==> config.mk <==
export PLATFORM = sky130hd
export DESIGN_NAME = sd_dat_tx_wide
export DESIGN_NICKNAME = d
export VERILOG_FILES = /design/src/rtl/sd_dat_tx_wide.sv
export SDC_FILE = /design/constraint.sdc
export NUM_CORES = 1
export LEC_CHECK = 0
export BUFFER_PORTS_ARGS = -buffer_cell sky130_fd_sc_hd__buf_2
export CORE_AREA = 4 4 122 124
export DETAILED_ROUTE_END_ITERATION = 16
export DIE_AREA = 0 0 126 128
export PLACE_DENSITY_LB_ADDON = 0.2
export SETUP_SLACK_MARGIN = 0.05
export SYNTH_ARGS = -nofsm -noshare
export SYNTH_HDL_FRONTEND = slang
export SYNTH_SLANG_ARGS = --single-unit
==> constraint.sdc <==
create_clock -name clk -period 4.9 [get_ports clk]
set_clock_uncertainty 0.15 [all_clocks]
set_input_delay 0.98 -clock clk [delete_from_list [all_inputs] [get_ports clk]]
set_output_delay 0.98 -clock clk [all_outputs]
set_load 0.005 [all_outputs]
==> src/rtl/sd_dat_tx_wide.sv <==
// rtl/sd_dat_tx_wide.sv - SD DAT block transmitter on 1 or NLANES lanes with per-lane CRC16
module sd_dat_tx_wide #(
    parameter int NLANES = 4,
    parameter int BLW    = 10
) (
    input  logic              clk,
    input  logic              reset,
    input  logic              start,
    input  logic              wide,
    input  logic [BLW-1:0]    blklen,
    input  logic [7:0]        din,
    input  logic              din_valid,
    output logic              din_ready,
    output logic [NLANES-1:0] dat_o,
    output logic [NLANES-1:0] dat_oe,
    output logic              stall,
    output logic              busy,
    output logic              done
);
    typedef enum logic [2:0] {S_IDLE, S_START, S_DATA, S_CRC, S_END} state_t;

    localparam logic WIDE_OK = (NLANES == 4);

    state_t            state;
    logic              wide_r;
    logic [BLW-1:0]    blklen_r;
    logic [BLW-1:0]    acc_cnt;
    logic [BLW-1:0]    sent_cnt;
    logic [7:0]        hold_byte;
    logic              hold_full;
    logic [7:0]        shreg;
    logic [3:0]        phase;
    logic [4:0]        crc_cnt;
    logic [15:0]       crc [NLANES];

    logic [NLANES-1:0] act;
    logic [NLANES-1:0] start_act;
    logic [NLANES-1:0] lane_bits;
    logic [NLANES-1:0] crc_bits;
    logic              xfer;
    logic              byte_avail;
    logic              fetch;
    logic              finish;
    logic              take;
    logic [7:0]        next_byte;
    logic [7:0]        src;
    logic [3:0]        last_ph;

    function automatic logic [15:0] crc_step(input logic [15:0] c, input logic b);
        return {c[14:0], 1'b0} ^ ((c[15] ^ b) ? 16'h1021 : 16'h0000);
    endfunction

    // A byte arriving on the same cycle as a boundary is bypassed straight into
    // the shift register so a continuously valid stream never stalls.
    always_comb begin
        act        = wide_r ? {NLANES{1'b1}} : NLANES'(1);
        start_act  = (wide && WIDE_OK) ? {NLANES{1'b1}} : NLANES'(1);
        din_ready  = !hold_full && (state == S_START || state == S_DATA) && (acc_cnt < blklen_r);
        xfer       = din_valid && din_ready;
        byte_avail = hold_full || xfer;
        next_byte  = hold_full ? hold_byte : din;
        last_ph    = wide_r ? 4'd2 : 4'd8;
        fetch      = 1'b0;
        finish     = 1'b0;
        if (state == S_START) begin
            fetch  = (blklen_r != '0);
            finish = (blklen_r == '0);
        end else if (state == S_DATA && (stall || phase == last_ph)) begin
            fetch  = (sent_cnt != blklen_r);
            finish = (sent_cnt == blklen_r);
        end
        take = fetch && byte_avail;
        src  = take ? next_byte : shreg;
        for (int l = 0; l < NLANES; l++) begin
            lane_bits[l] = wide_r ? src[4+l] : ((l == 0) ? src[7] : 1'b1);
            crc_bits[l]  = act[l] ? crc[l][15] : 1'b1;
        end
    end

    always_ff @(posedge clk) begin
        if (reset) begin
            state     <= S_IDLE;
            wide_r    <= 1'b0;
            blklen_r  <= '0;
            acc_cnt   <= '0;
            sent_cnt  <= '0;
            hold_byte <= '0;
            hold_full <= 1'b0;
            shreg     <= '0;
            phase     <= '0;
            crc_cnt   <= '0;
            for (int l = 0; l < NLANES; l++) crc[l] <= '0;
            dat_o     <= '1;
            dat_oe    <= '0;
            stall     <= 1'b0;
            busy      <= 1'b0;
            done      <= 1'b0;
        end else begin
            done <= 1'b0;
            if (xfer) acc_cnt <= acc_cnt + 1'b1;
            if (take) begin
                hold_full <= 1'b0;
            end else if (xfer) begin
                hold_full <= 1'b1;
                hold_byte <= din;
            end
            case (state)
                S_IDLE: if (start) begin
                    state    <= S_START;
                    wide_r   <= wide && WIDE_OK;
                    blklen_r <= blklen;
                    acc_cnt  <= '0;
                    sent_cnt <= '0;
                    phase    <= '0;
                    for (int l = 0; l < NLANES; l++) crc[l] <= '0;
                    dat_o    <= ~start_act;
                    dat_oe   <= start_act;
                    busy     <= 1'b1;
                end
                S_START, S_DATA: begin
                    if (finish) begin
                        state   <= S_CRC;
                        dat_o   <= crc_bits;
                        crc_cnt <= 5'd1;
                        for (int l = 0; l < NLANES; l++) crc[l] <= crc[l] << 1;
                    end else if (fetch && !byte_avail) begin
                        // underrun: everything holds, dat_o keeps its last bit
                        state <= S_DATA;
                        stall <= 1'b1;
                    end else begin
                        state <= S_DATA;
                        stall <= 1'b0;
                        dat_o <= lane_bits;
                        shreg <= wide_r ? (src << 4) : (src << 1);
                        phase <= take ? 4'd1 : phase + 4'd1;
                        if (take) sent_cnt <= sent_cnt + 1'b1;
                        for (int l = 0; l < NLANES; l++)
                            if (act[l]) crc[l] <= crc_step(crc[l], lane_bits[l]);
                    end
                end
                S_CRC: begin
                    if (crc_cnt == 5'd16) begin
                        state <= S_END;
                        dat_o <= '1;
                    end else begin
                        dat_o   <= crc_bits;
                        crc_cnt <= crc_cnt + 5'd1;
                        for (int l = 0; l < NLANES; l++) crc[l] <= crc[l] << 1;
                    end
                end
                S_END: begin
                    state  <= S_IDLE;
                    dat_o  <= '1;
                    dat_oe <= '0;
                    busy   <= 1'b0;
                    done   <= 1'b1;
                end
                default: state <= S_IDLE;
            endcase
        end
    end
endmodule

After elaboration in Yosys (flattened, before gate mapping)
Memories as Yosys holds them, arrays and structs flattened. Cells that the tools add are included.

Magnitude comparators: 1. Bitwise gates (word level): 28. Equality and inequality tests: 16. Mux-type cells: 107. Add/sub/neg operators: 4. Reduce and logical (&&, ||, !) cells: 30.

Operators by type and width (count): 16-bit 2-to-1 mux (16); 10-bit 2-to-1 mux (7); 16-bit by 13-bit bitwise XOR with 16-bit output (4); 1-bit 2-to-1 mux (54); 13-bit 2-to-1 mux (4); 4-bit 2-to-1 mux (12); 8-bit 2-to-1 mux (3); 10-bit by 1-bit adder with 10-bit output, second input constant (2); 10-bit one-hot mux with 2 select lines (1); 1-bit OR (16); 4-bit one-hot mux with 2 select lines (2); 4-bit one-hot mux with 4 select lines (1); 2-bit != test, second input constant (7); 10-bit equality test (1); 10-bit logical NOT (1); 10-bit less-than comparator (1); 5-bit 2-to-1 mux (2); 10-bit != test (1); 5-bit one-hot mux with 2 select lines (1); 2-bit AND reduction (5); 10-bit nonzero test (1); 3-bit one-hot mux with 3 select lines (1); 3-bit AND reduction (3); 3-bit by 2-bit equality test with 1-bit output, second input constant (2); other kinds (21) (38).

Memory bits (writable): 64. Memories kept: 1. Output and inout bits: 12. Word-level logic and storage cells: 202. Input bits: 23. Bits in registers: 71.

Memories: crc (words 4, width 16, rd ports 4, clocked after Yosys merged registers in 0, write ports 4, line 34) `logic [15:0] crc [NLANES];`.

Depth between registers and ports, before layout
Depth in word-level cells: 15. Depth in mapped cells: 12. Depth with buffers taken out: 11.

Least setup slack after synthesis
No wires, ideal clock.

Kind: register to register. From: register blklen_r[9]. To: memory crc[2][0] (enable). Setup time: 447 ps. Path slack: 126 ps. Arrival: 4177 ps. Required time: 4303 ps. Stages on the path, launching flop included: 10. Cells stage by stage: dfxtp_1 inv_1 ha_1 a211o_1 a2111oi_4 o211a_4 a21oi_4 a21o_2 buf_2 o311ai_0.

RTL lines: from (decl) (line 26) `logic [BLW-1:0] blklen_r;`; from (signal assigned) (line 111) `blklen_r <= blklen;`; to (decl) (line 34).

==> summary.md <==
| Metric | Value |
|---|---|
| Status | `completed` |
| Reg2Reg Depth | `7` |
| Worst hold slack | `329 ps` |
| Number of DRC markers in iteration 0 | `~270` |
| WHS Path Cells | `1` |
| Reg2Reg Setup Slack | `1440 ps` |
| GRT overflow | `0` |
| Leak pwr | `0.00283 uW` |
| # IOs | `35` |
| Die width | `126 um` |
| Syn_area_per_cell | `10.4 um^2` |
| Slew @ Worst Pin | `751 ps` |
| Pint | `between 2000 and 2500 uW` |
| GRT Overall Usage | `16.2%` |
| CTS resizes | `0` |
| Required @ worst endpoint | `5080 ps` |
| Min-delay src | `crc[3][0]$_SDFFE_PP0P_` |
| Hold Buf Count CTS | `0` |
| Worst-path clk slew | `60 ps` |
| Met2 usage in global routing | `25.0%` |
| # setup viols final | `0` |
| Rows | `between 40 and 50` |
| Reg-to-reg startpoint | `wide_r$_SDFFE_PP0P_` |
| Port buffer count | `34` |
| GR Util met1 | `20.5%` |
| GP Congestion | `0.819` |
| Final Critical Period | `about 3500 ps` |
| CTS buffer count | `17` |
| Area grow syn2layout | `14.2%` |
| CP max FO | `21` |
| Max VDD drop | `0.453 mV` |
| WL/cell | `~15 um` |
| Final WL | `12100 um` |
| Met3 Resource Use GR | `5.04%` |
| Drt pass-1 iters | `4` |
| Setup tns final | `0 ps` |
| Crit. End Element | `flop` |
| Final instance area | `between 7000 and 8000 um^2` |
| Die Y | `around 130 um` |
| Final period utilization | `70.6%` |
| Setup CP Type | `reg -> reg` |
| Share of cells above drive strength 1 | `15.1%` |
| Sequential area share after synthesis | `52.7%` |
| Most frequent cell after synthesis | `dfxtp_1` |
| DRT antenna net count | `0` |
| Crit path arrival time | `~3600 ps` |
| Number of flops mapped to enable cells by yosys | `62` |
| Synth top area cells | `edfxtp_1 30%, dfxtp_1 22%, and2_1 5.8%` |
| RSZ-0062 raised after global routing | `no` |
| Antenna cells | `0` |
| Global-route wire length before repair | `about 21000 um` |
| Yosys warns | `0` |
| Clock Path Buffers | `2` |
| Switching Share | `slightly below 30%` |
| Maxcap violations | `0` |
| Via count | `4241` |
| DIE AREA | `16100 um^2` |
| Dpl hpwl | `around 8500 um` |
| Pin count of the biggest net entering global routing | `48` |
| Clock network fraction of total power | `a little under two fifths` |
| Pwr dens | `approximately 460 nW/um^2` |
| Yosys top cell by area | `edfxtp_1` |
| Reg2reg end | `crc[0][0]$_SDFFE_PP0P_` |
| Final net count | `660` |
| Register share of total power | `43.9%` |
| Final hold vios | `0` |
| Clock latency on the worst-skew pair | `between 400 and 500 ps` |
| F_max | `289 MHz` |
| Synth cell types | `68` |
| Residual DRC | `0` |
| Antenna violations before repair | `0` |
| Clock sinks | `131` |
| Root Buffer Master | `clkbuf_16` |
| Yosys reg bits | `131` |
| Cells after Synth | `593` |
| Setup Fix Bufs, Post-CTS | `0` |
| Core area | `13800 um^2` |
| Relative max-transition margin | `between 40% and 50%` |
| Worst setup SP type | `flop` |
| Number of global-route vias before repair | `~4.2k` |
| Post-synth ARST share | `0%` |
| Pwr Total | `approximately 3200 uW` |
| Synth top area share | `between 30 and 40%` |
| CTS tree | `built` |
| Net Count, Synth | `630` |
| Worst min path class | `reg -> reg` |
| Combinational share of power | `18.6%` |
| Commonest cells post-synth | `69 x dfxtp_1, 62 x edfxtp_1, 60 x nor2_1, 57 x and2_1, 55 x nand2_1` |
| Busiest grt layer | `met2` |
| Effective utilization at floorplan | `44.7%` |
| Final Max Tran Viols | `0` |
| Min-Delay Endpoint | `crc[3][0]$_SDFFE_PP0P_` |
| H-tree levels | `4` |
| Via density | `a little over 5` |
| Syn Std Cell Area | `roughly 6000 um^2` |
| Most used DFF post-synth | `dfxtp_1` |
| Sw Pwr | `942 uW` |
| Post-placement cell area | `6460 um^2` |
==> logic make-up after synthesis <==
logic type                 synth area share [%]
AOI/OAI and AO/OA                          11.1
xor gates and xnor gates                   4.84
adders and majority gates                  2.84
buffers and inverters                      3.64
DFF                                        52.7
muxes                                      3.78
and+or+nand+nor                            21.2
==> worst max path at each step <==
stage / slack [ps] / startpoint / depth (start not counted) / to
2_1_floorplan: 130 / blklen_r[9]$_SDFFE_PP0P_ / 9 / crc[2][0]$_SDFFCE_PN0P_
3_5_place_dp: 1490 / wide_r$_SDFFE_PP0P_ / 6 / crc[0][8]$_DFFE_PP_
4_1_cts: 1430 / blklen_r[9]$_SDFFE_PP0P_ / 6 / din_ready
3_3_place_gp: 1540 / blklen_r[9]$_SDFFE_PP0P_ / 11 / crc[0][5]$_DFFE_PP_
6_report: 1440 / wide_r$_SDFFE_PP0P_ / 7 / crc[0][0]$_SDFFE_PP0P_
5_1_grt: 1070 / wide_r$_SDFFE_PP0P_ / 7 / crc[0][0]$_SDFFE_PP0P_
==> metrics by stage <==
stage / setup WS [ps] / std cells / utilization (%)
3_3_place_gp: 1540 / 784 / 46.9
6_report: 1440 / 816 / 51.1
5_1_grt: 1070 / 816 / 51.1
4_1_cts: 1430 / 816 / 51.1
3_5_place_dp: 1490 / 784 / 46.9
2_1_floorplan: 126 / 593 / -
==> layer usage <==
| layer | wire [um] | up-vias | part of all wire [%] |
|---|---|---|---|
| met5 | 0 | - | 0 |
| met4 | 252 | 0 | 2.1 |
| met3 | 473 | 19 | 3.9 |
| met2 | 5730 | 53 | 47 |
| met1 | 5630 | 2021 | 47 |
| li1 | - | 2148 | - |
==> cells in the final DEF, fill, tap and decap left out, types with 10 or more instances in the layout <==
master,count
nor2_1,60
dfxtp_1,69
nand2_1,55
mux2i_1,21
xnor2_1,10
buf_2,34
nand3_1,18
nor3_1,18
nand4_1,11
o21ai_0,14
edfxtp_1,62
ha_1,14
a21oi_1,33
inv_1,17
xor2_1,24
clkbuf_16,17
and2_1,57
==> cell type report <==
type	count	area, um^2
clock buffer	19	433
clock inverter	13	136
fill	1288	6740
inverter	18	67.6
multi-input combinational	415	2710
sequential	131	3240
tap	180	225
timing repair buffer	40	215
==> sequential cells by signal, indices dropped and copies added, names as in the netlist <==
name and count:
wide_r 1, crc 64, done 1, state 3, dat_oe 2, dat_o 4, stall 1, shreg 7
hold_byte 8, acc_cnt 10, phase 4, hold_full 1, crc_cnt 5, blklen_r 10, sent_cnt 10
==> critical path, cell delays in order, from the launching register on <==
cell	delay [ps]
dfxtp_1	760
and3b_1	250
o21ai_0	100
nor2b_1	210
o311ai_4	520
a21o_2	370
nand3_1	610
o21ai_0	380
==> power groups by stage <==
stage                     sequential, uW  combinational, uW  clock [uW]
after floorplan                     1410                491           0
after global placement              1440                595           0
after detailed placement            1450                608           0
after CTS                           1430                610        1250
after global routing                1450                680        1300
final                               1430                604        1220
(Power assumes the default switching activity.)
